`config.mk`:
```
export PLATFORM = sky130hd
export DESIGN_NAME = instr_sequencer
export DESIGN_NICKNAME = d
export VERILOG_FILES = /design/src/rtl/proc_pkg.sv /design/src/rtl/seq_imem.sv /design/src/rtl/instr_sequencer.sv
export SDC_FILE = /design/constraint.sdc
export NUM_CORES = 1
export LEC_CHECK = 0
export CORE_MARGIN = 4
export CORE_UTILIZATION = 53
export DETAILED_ROUTE_END_ITERATION = 8
export HOLD_SLACK_MARGIN = 0.15
export PLACE_DENSITY = 0.75
export SKIP_CTS_REPAIR_TIMING = 1
export SKIP_LAST_GASP = 1
export SYNTH_ARGS = -nofsm -noshare
export SYNTH_HDL_FRONTEND = slang
export SYNTH_SLANG_ARGS = --single-unit
```
`constraint.sdc`:
```
create_clock -name clock -period 2.29 [get_ports clock]
set_input_delay 0.458 -clock clock [delete_from_list [all_inputs] [get_ports clock]]
set_output_delay 0.458 -clock clock [all_outputs]
set_load 0.03 [all_outputs]
```
`src/rtl/proc_pkg.sv`:
```
// ----------------------------------------------------------------------------
// proc_pkg
// Definitions shared by the 8-bit core and its instruction sequencer.
//   - Instruction word geometry: opcode[8:6], Rx[5:3], Ry[2:0]
//   - Default no-effect instruction encoding
//   - Sequencer FSM state type
// No ports (package).
// ----------------------------------------------------------------------------
package proc_pkg;

    localparam int unsigned FUNC_W    = 9;
    localparam int unsigned OPC_W     = 3;
    localparam int unsigned REG_SEL_W = 3;

    // Field positions inside a func word.
    localparam int unsigned OPC_MSB = 8;
    localparam int unsigned OPC_LSB = 6;
    localparam int unsigned RX_MSB  = 5;
    localparam int unsigned RX_LSB  = 3;
    localparam int unsigned RY_MSB  = 2;
    localparam int unsigned RY_LSB  = 0;

    // Word the core treats as "do nothing".
    localparam logic [FUNC_W-1:0] FUNC_NOP = 9'h000;

    typedef enum logic [1:0] {
        IDLE = 2'd0,
        RUN  = 2'd1,
        STEP = 2'd2,
        DONE = 2'd3
    } seq_state_t;

    function automatic logic [OPC_W-1:0] func_opcode(input logic [FUNC_W-1:0] f);
        return f[OPC_MSB:OPC_LSB];
    endfunction

    function automatic logic [REG_SEL_W-1:0] func_rx(input logic [FUNC_W-1:0] f);
        return f[RX_MSB:RX_LSB];
    endfunction

    function automatic logic [REG_SEL_W-1:0] func_ry(input logic [FUNC_W-1:0] f);
        return f[RY_MSB:RY_LSB];
    endfunction

endpackage

```
`src/rtl/seq_imem.sv`:
```
// ----------------------------------------------------------------------------
// seq_imem
// Program memory for the instruction sequencer: 2**ADDR_W words of FUNC_W bits,
// held in a plain register array (no reset, contents survive reset).
// Ports:
//   clock  in   write clock, rising edge
//   we     in   write enable
//   waddr  in   write address
//   wdata  in   write data
//   raddr  in   read address (asynchronous read)
//   rdata  out  word at raddr, combinational
// ----------------------------------------------------------------------------
module seq_imem
    import proc_pkg::*;
#(
    parameter int unsigned ADDR_W = 4
) (
    input  logic                clock,
    input  logic                we,
    input  logic [ADDR_W-1:0]   waddr,
    input  logic [FUNC_W-1:0]   wdata,
    input  logic [ADDR_W-1:0]   raddr,
    output logic [FUNC_W-1:0]   rdata
);

    localparam int unsigned DEPTH = 2 ** ADDR_W;

    logic [FUNC_W-1:0] r_mem [DEPTH];

    always_ff @(posedge clock) begin
        if (we) begin
            r_mem[waddr] <= wdata;
        end
    end

    assign rdata = r_mem[raddr];

endmodule

```
`src/rtl/instr_sequencer.sv`:
```
// ----------------------------------------------------------------------------
// instr_sequencer
// Fetch/sequencing stage in front of the 8-bit core. Holds a loadable program
// memory and a program counter, and issues one instruction word per cycle on
// func, either free-running or single-stepped. When nothing is issued, func
// carries NOP_FUNC and func_valid is low.
//
// Build option:
//   SEQ_LOOP_EN  when defined, reaching the last address wraps pc to 0 and the
//                program repeats (done pulses every pass) until halt_req.
//
// Ports:
//   clock      in   system clock, rising edge
//   reset      in   synchronous active-high reset
//   load_en    in   write load_data at load_addr (ignored while busy)
//   load_addr  in   program-memory write address
//   load_data  in   instruction word to write
//   last_addr  in   address of final instruction, latched on accepted start
//   start      in   begin program at address 0 (ignored while busy)
//   step_mode  in   sampled with start: 0 free-run, 1 single-step
//   step       in   single-step: issue one instruction for each cycle high
//   halt_req   in   abort program, back to IDLE (beats start and step)
//   func       out  registered instruction word to the core
//   func_valid out  func holds a fetched instruction this cycle
//   pc         out  address of the next instruction to issue
//   busy       out  state is RUN or STEP
//   done       out  one-cycle pulse with the final instruction's issue
// ----------------------------------------------------------------------------
module instr_sequencer
    import proc_pkg::*;
#(
    parameter int unsigned       ADDR_W   = 4,
    parameter logic [FUNC_W-1:0] NOP_FUNC = FUNC_NOP
) (
    input  logic                clock,
    input  logic                reset,
    input  logic                load_en,
    input  logic [ADDR_W-1:0]   load_addr,
    input  logic [FUNC_W-1:0]   load_data,
    input  logic [ADDR_W-1:0]   last_addr,
    input  logic                start,
    input  logic                step_mode,
    input  logic                step,
    input  logic                halt_req,
    output logic [FUNC_W-1:0]   func,
    output logic                func_valid,
    output logic [ADDR_W-1:0]   pc,
    output logic                busy,
    output logic                done
);

`ifdef SEQ_LOOP_EN
    localparam bit LOOP_EN = 1'b1;
`else
    localparam bit LOOP_EN = 1'b0;
`endif

    seq_state_t        r_state;
    seq_state_t        w_state_next;
    logic [ADDR_W-1:0] r_pc;
    logic [ADDR_W-1:0] w_pc_next;
    logic [ADDR_W-1:0] r_last;
    logic [ADDR_W-1:0] w_last_next;
    logic [FUNC_W-1:0] r_func;
    logic [FUNC_W-1:0] w_func_next;
    logic              r_func_valid;
    logic              w_func_valid_next;
    logic              r_done;
    logic              w_done_next;

    logic [FUNC_W-1:0] w_mem_rdata;
    logic              w_busy;
    logic              w_start_ok;
    logic              w_issue;
    logic              w_at_last;
    logic              w_load_we;

    assign w_busy     = (r_state == RUN) || (r_state == STEP);
    // Only IDLE/DONE accept start; halt_req always wins.
    assign w_start_ok = start && !halt_req && !w_busy;
    assign w_issue    = !halt_req && ((r_state == RUN) || ((r_state == STEP) && step));
    assign w_at_last  = (r_pc == r_last);
    // Writing while a program runs could corrupt it mid-flight, so block it.
    assign w_load_we  = load_en && !w_busy;

    seq_imem #(
        .ADDR_W (ADDR_W)
    ) u_imem (
        .clock (clock),
        .we    (w_load_we),
        .waddr (load_addr),
        .wdata (load_data),
        .raddr (r_pc),
        .rdata (w_mem_rdata)
    );

    // ---------------------------------------------------------------- state
    always_ff @(posedge clock) begin
        if (reset) begin
            r_state <= IDLE;
        end else begin
            r_state <= w_state_next;
        end
    end

    // ----------------------------------------------------------- next state
    always_comb begin
        w_state_next = r_state;
        if (halt_req) begin
            w_state_next = IDLE;
        end else begin
            unique case (r_state)
                IDLE, DONE: begin
                    if (start) begin
                        w_state_next = step_mode ? STEP : RUN;
                    end
                end
                RUN: begin
                    if (w_at_last && !LOOP_EN) begin
                        w_state_next = DONE;
                    end
                end
                STEP: begin
                    if (step && w_at_last && !LOOP_EN) begin
                        w_state_next = DONE;
                    end
                end
                default: w_state_next = IDLE;
            endcase
        end
    end

    // ------------------------------------------------ registered outputs/pc
    always_comb begin
        w_func_next       = NOP_FUNC;
        w_func_valid_next = 1'b0;
        w_done_next       = 1'b0;
        w_pc_next         = r_pc;
        w_last_next       = r_last;
        if (halt_req) begin
            w_pc_next = '0;
        end else if (w_start_ok) begin
            w_pc_next   = '0;
            w_last_next = last_addr;
        end else if (w_issue) begin
            w_func_next       = w_mem_rdata;
            w_func_valid_next = 1'b1;
            if (w_at_last) begin
                w_done_next = 1'b1;
                // Without looping, pc parks on the last address.
                if (LOOP_EN) begin
                    w_pc_next = '0;
                end
            end else begin
                w_pc_next = r_pc + ADDR_W'(1);
            end
        end
    end

    always_ff @(posedge clock) begin
        if (reset) begin
            r_pc         <= '0;
            r_last       <= '0;
            r_func       <= NOP_FUNC;
            r_func_valid <= 1'b0;
            r_done       <= 1'b0;
        end else begin
            r_pc         <= w_pc_next;
            r_last       <= w_last_next;
            r_func       <= w_func_next;
            r_func_valid <= w_func_valid_next;
            r_done       <= w_done_next;
        end
    end

    assign func       = r_func;
    assign func_valid = r_func_valid;
    assign pc         = r_pc;
    assign busy       = w_busy;
    assign done       = r_done;

endmodule

```
=== Word-level counts from Yosys, hierarchy flattened ===
Memories as Yosys holds them, arrays and structs flattened. A register that Yosys moved wholly into a read port is not among the register bits.
Cells that the tools add are included.
Widths: inputs -> output; s select.

* Register bits after elaboration: 12
* RAM bits: 144
* Bits of input ports: 24
* Output and inout bits: 16
* Logic and storage cells: 44
* Memories kept: 1

{| class="wikitable"
|+ Memory list
! name !! words !! width !! rd ports !! clocked after memory_dff !! write ports !! RTL line !! RTL
|-
| u_imem.r_mem || 16 || 9 || 1 || 1 || 1 || seq_imem.sv:28 || <nowiki>logic [FUNC_W-1:0] r_mem [DEPTH];</nowiki>
|}

* $add $sub $neg: 1
* Equality and inequality tests: 7
* Multiplexer cells: 9
* Bitwise gates (word level): 3
* Reduce and logical (&&, ||, !) cells: 18

{| class="wikitable"
|+ Operators by type and width
! operator !! number
|-
| $mux 2 || 4
|-
| $logic_and 1x1->1 || 6
|-
| $pmux 2 s3 || 1
|-
| $add 4x1->4 const B || 1
|-
| $eq 2x2->1 const B || 2
|-
| $eq 4x4->1 || 1
|-
| $mux 1 || 4
|-
| $ne 2x2->1 const B || 2
|-
| $reduce_and 2->1 || 2
|-
| $reduce_or 2->1 || 2
|-
| $reduce_or 4->1 || 1
|-
| $not 1->1 || 3
|-
| $reduce_and 3->1 || 1
|-
| $reduce_or 3->1 || 1
|-
| $eq 2x1->1 const B || 1
|-
| $logic_not 1->1 || 2
|-
| $logic_not 2->1 || 1
|-
| $logic_or 1x1->1 || 2
|-
| $ne 2x1->1 const B || 1
|}

=== Logic depth before layout (Yosys ltp) ===
* Depth after elaboration: 6
* Mapped depth: 7

=== Hierarchy ===
From an unflattened synthesis, not the netlist that was laid out.

* Cells, all modules: 332
* Area, all modules: 6492.5 um^2

{| class="wikitable"
|+ Modules (own cells, without submodules)
! module !! instances !! cells each !! area an instance (um^2)
|-
| seq_imem || 1 || 245 || 5600.4
|-
| instr_sequencer || 1 || 87 || 892.1
|}

=== Least setup slack after synthesis ===
OpenSTA, ideal clock, no wires.

* Kind: reg-to-reg
* Start: register r_state[0]
* End: memory u_imem.r_mem[0][0], enable pin
* Library setup time: 0.387 ns
* Data arrival time: 1.828 ns
* Slack: 0.075 ns
* Stages on the path, launching flop included: 6
* Clock period less this slack: 2.215 ns
* Path through: dfxtp_1 -> inv_1 -> ha_1 -> nand2_1 -> or3_1 -> nor3_1

* Cells in the longest elaborated chain, start to end: 6
* Elaborated cells between the ends (all ways): 7

{| class="wikitable"
|+ RTL lines
! what !! RTL line !! RTL
|-
| from (decl) || instr_sequencer.sv:58 || <nowiki>seq_state_t r_state;</nowiki>
|-
| from (signal assigned) || instr_sequencer.sv:102 || <nowiki>r_state <= w_state_next;</nowiki>
|-
| $eq 2x1->1 / $eq 2x2->1 (equally long branches) || instr_sequencer.sv:78 || <nowiki>assign w_busy = (r_state == RUN) || (r_state == STEP);</nowiki>
|-
| $logic_or 1x1->1 (*) || instr_sequencer.sv:78 ||
|-
| $logic_not 1->1 (*) || instr_sequencer.sv:84 || <nowiki>assign w_load_we = load_en && !w_busy;</nowiki>
|-
| $logic_and 1x1->1 (*) || instr_sequencer.sv:84 ||
|-
| $mux 1 (*) || seq_imem.sv:31 || <nowiki>if (we) begin</nowiki>
|-
| $mux 1 (not written as such) (*) || seq_imem.sv:32 || <nowiki>r_mem[waddr] <= wdata;</nowiki>
|-
| to (decl) || seq_imem.sv:28 ||
|}

Mark *: on every way between the ends. The rest lies on a longest branch, timed or not.

=== Worst setup path after layout ===
* Start: register r_state[0]
* End: output busy

* Cells in the longest elaborated chain, start to end: 2
* Elaborated cells between the ends (all ways): 3

{| class="wikitable"
|+ RTL lines
! what !! RTL line !! RTL
|-
| $eq 2x1->1 / $eq 2x2->1 (equally long branches) || instr_sequencer.sv:78 ||
|-
| $logic_or 1x1->1 (*) || instr_sequencer.sv:78 ||
|-
| to (decl) || instr_sequencer.sv:48 || <nowiki>output logic busy,</nowiki>
|}

Marks and branches as above.

==> out/metrics.yaml <==
hold_violations: 0
ir_worst_vdd_v: 0.000524
place_inst: 531
slew_headroom: 0.520
leakagePower_nw: 2.61
coreArea_um2: 11700
synth_area_um2: 6430
setup_viol: 0
grt_pass1_wl_um: 20600
r2r_cells: 6
placed_area_um2: 7140
critPathMostFrequentCell: "inv_1"
syn_area_per_cell_um2: 19.3
crit_required_ns: 1.83
reg2reg_setup_slack_ns: 0.25
cts_tree: "yes"
r2r-end: "u_imem.r_mem[0][8]"
cpMaxStageDelayCell: "ha_1"
period_share: 0.904
synth_edf_count: 144
rows: 39
dpl.hpwl_um: 8380
viasPerCell: 5.95
fin_nets: 434
syn_nets: 361
synth.area.top_cells: "edfxtp_1 67%, mux4_2 13%, dfxtp_1 6.5%, a211oi_1 2.1%, mux2i_1 2.0%"
gp_congestion: 0.873
crit_fanout: 6
holdPathStages: 2
die-area_um2: 14000
grt_pass1_vias: 3496
yosysWarnings: 0
vias: 3352
cts_root_buffer: "clkbuf_16"
skew_ns: 0.00652
area_growth_pct: 21.5
fmax_mhz: 483
worstSetupStartpointType: "register"
grt_remaining_overflow: 0
yosysUniqueCellTypes: 34
synth_flop_cell: "edfxtp_1"
global_route.usage.met1: 0.279
drive_gt1_frac: 0.262
hold_class: "register to register"
busiest_layer: "met2"
path_cells: "inv_1 > ha_1 > inv_1 > dlymetal6s2s_1"
yosysMostFrequentCell: "edfxtp_1"
fin_area_um2: 7820
gr-usage-met3: 0.0511
io_pins: 40
utilization: 0.670
cts_buffers: 17
clk_pin_slew_ns: 0.06
drc: 0
wl_per_cell_um: 23.3
num_antenna_cells: 0
setup.worst_path.start: "r_state[0]"
ys_top_cells_by_count: "144 x edfxtp_1, 36 x mux4_2, 22 x nor2_1, 21 x dfxtp_1, 18 x a211oi_1"
ant_nets: 0
crit_path_end_kind: "output port"
drv_cap: 0
final_max_slew_viol_count: 0
synth_cells: 334
tns_ns: 0
grt_max_degree: 21
crit_buf_inv: 3
rsz0062_at_grt: "no"
drtPass1Iterations: 4
antenna_found_initial: 0
clock_path_buffers: 2
synth_seq_cells: 165
die_y_um: 118
min_to: "r_last[3]"
met2_usage: 0.314
final_cells: 563
ys_seq_area_frac: 0.737
worstPathArrival_ns: 1.61
timing.rr.start: "r_state[0]"
yosysTopAreaCell: "edfxtp_1"
cts_num_sinks: 165
htreeDepth: 4
start_util: 0.552
async_flop_share: 0
pwr_density_cell_nw_per_um2: 867
crit_type: "register to output port"
status: "completed"
die_width_um: 118
cp_top_family: "adder cells"
tightest_slew_ns: 0.717
grt_use_total: 0.203
fin_hold_ws_ns: 0.524
drtIter0Drc: 300
cpPeakStageDelay_ns: 0.42
period_needed_ns: 2.07
synth_top_area_share: 0.672
clock_latency_ns: 0.42
hp-start: "r_last[3]"
place.port_buffers: 39
wl_um: 13100
[cell families after synthesis]
family	Yosys count	share of synthesized area
flip-flops	165	0.737
AND/OR/NAND/NOR	59	0.0480
multiplexers	49	0.146
AO/OA/AOI/OAI	32	0.0362
buffers and inverters	22	0.0196
XOR/XNOR	4	0.00661
adder cells (fa/ha/maj)	3	0.00583
[cell usage in the layout, fill, tap and decap left out, types with 3 or more instances in the layout]
cell,instances
edfxtp_1,144
xor2_1,3
nor2_1,22
nand2_1,6
mux4_2,36
inv_1,6
nor3_1,4
clkdlybuf4s50_1,35
mux2i_1,13
buf_4,32
nand3_1,3
nor2b_1,11
clkbuf_8,4
clkbuf_16,17
a21oi_1,5
ha_1,3
or2_2,4
dfxtp_1,20
or4_1,3
bufinv_16,5
a211oi_1,18
[metrics by stage]
stage               power [mW]  setup WS (ns)
floorplan                 3.51         0.0752
CTS                       6.83         -0.177
global route              7.01          0.112
global placement          3.65          0.210
finish                    6.78          0.221
detailed placement        3.66          0.186
[state kept, by name, indices dropped and copies added, names as in the netlist]
name / cells
pc: 4
func: 9
done: 1
r_last: 4
r_state: 2
func_valid: 1
u_imem.r_mem: 144
[worst reg2reg max path, cell delays in order (launching register included)]
cell and delay, ns:
dfxtp_1 0.35, inv_1 0.05, ha_1 0.46, nand2_1 0.13, or3_1 0.38, nor3_1 0.16, buf_4 0.22
[layer usage]
metal	up-vias	part of all wire
li1	1493	-
met1	1714	0.43
met2	128	0.49
met3	17	0.065
met4	0	0.019
met5	-	0
[report_power, final]
part | switching (mW) | internal [mW] | total, mW
Clock | 1.13 | 2.05 | 3.18
Combinational | 0.159 | 0.110 | 0.269
Sequential | 0.0152 | 3.31 | 3.33
[worst max-delay path by stage]
stage / to / slack (ns) / cells after the start
global route: func[3] / 0.11 / 5
global placement: pc[3] / 0.21 / 5
floorplan: u_imem.r_mem[0][0] / 0.08 / 5
CTS: busy / -0.18 / 4
finish: busy / 0.22 / 4
detailed placement: func[5] / 0.19 / 5
[final cells by class]
class | count | area [um2]
inverter | 6 | 22.5
fill | 736 | 3840
sequential | 165 | 4750
tap | 143 | 179
multi-input combinational | 147 | 1560
clock inverter | 11 | 193
clock buffer | 21 | 480
timing repair buffer | 70 | 636
(Power assumes the default switching activity.)
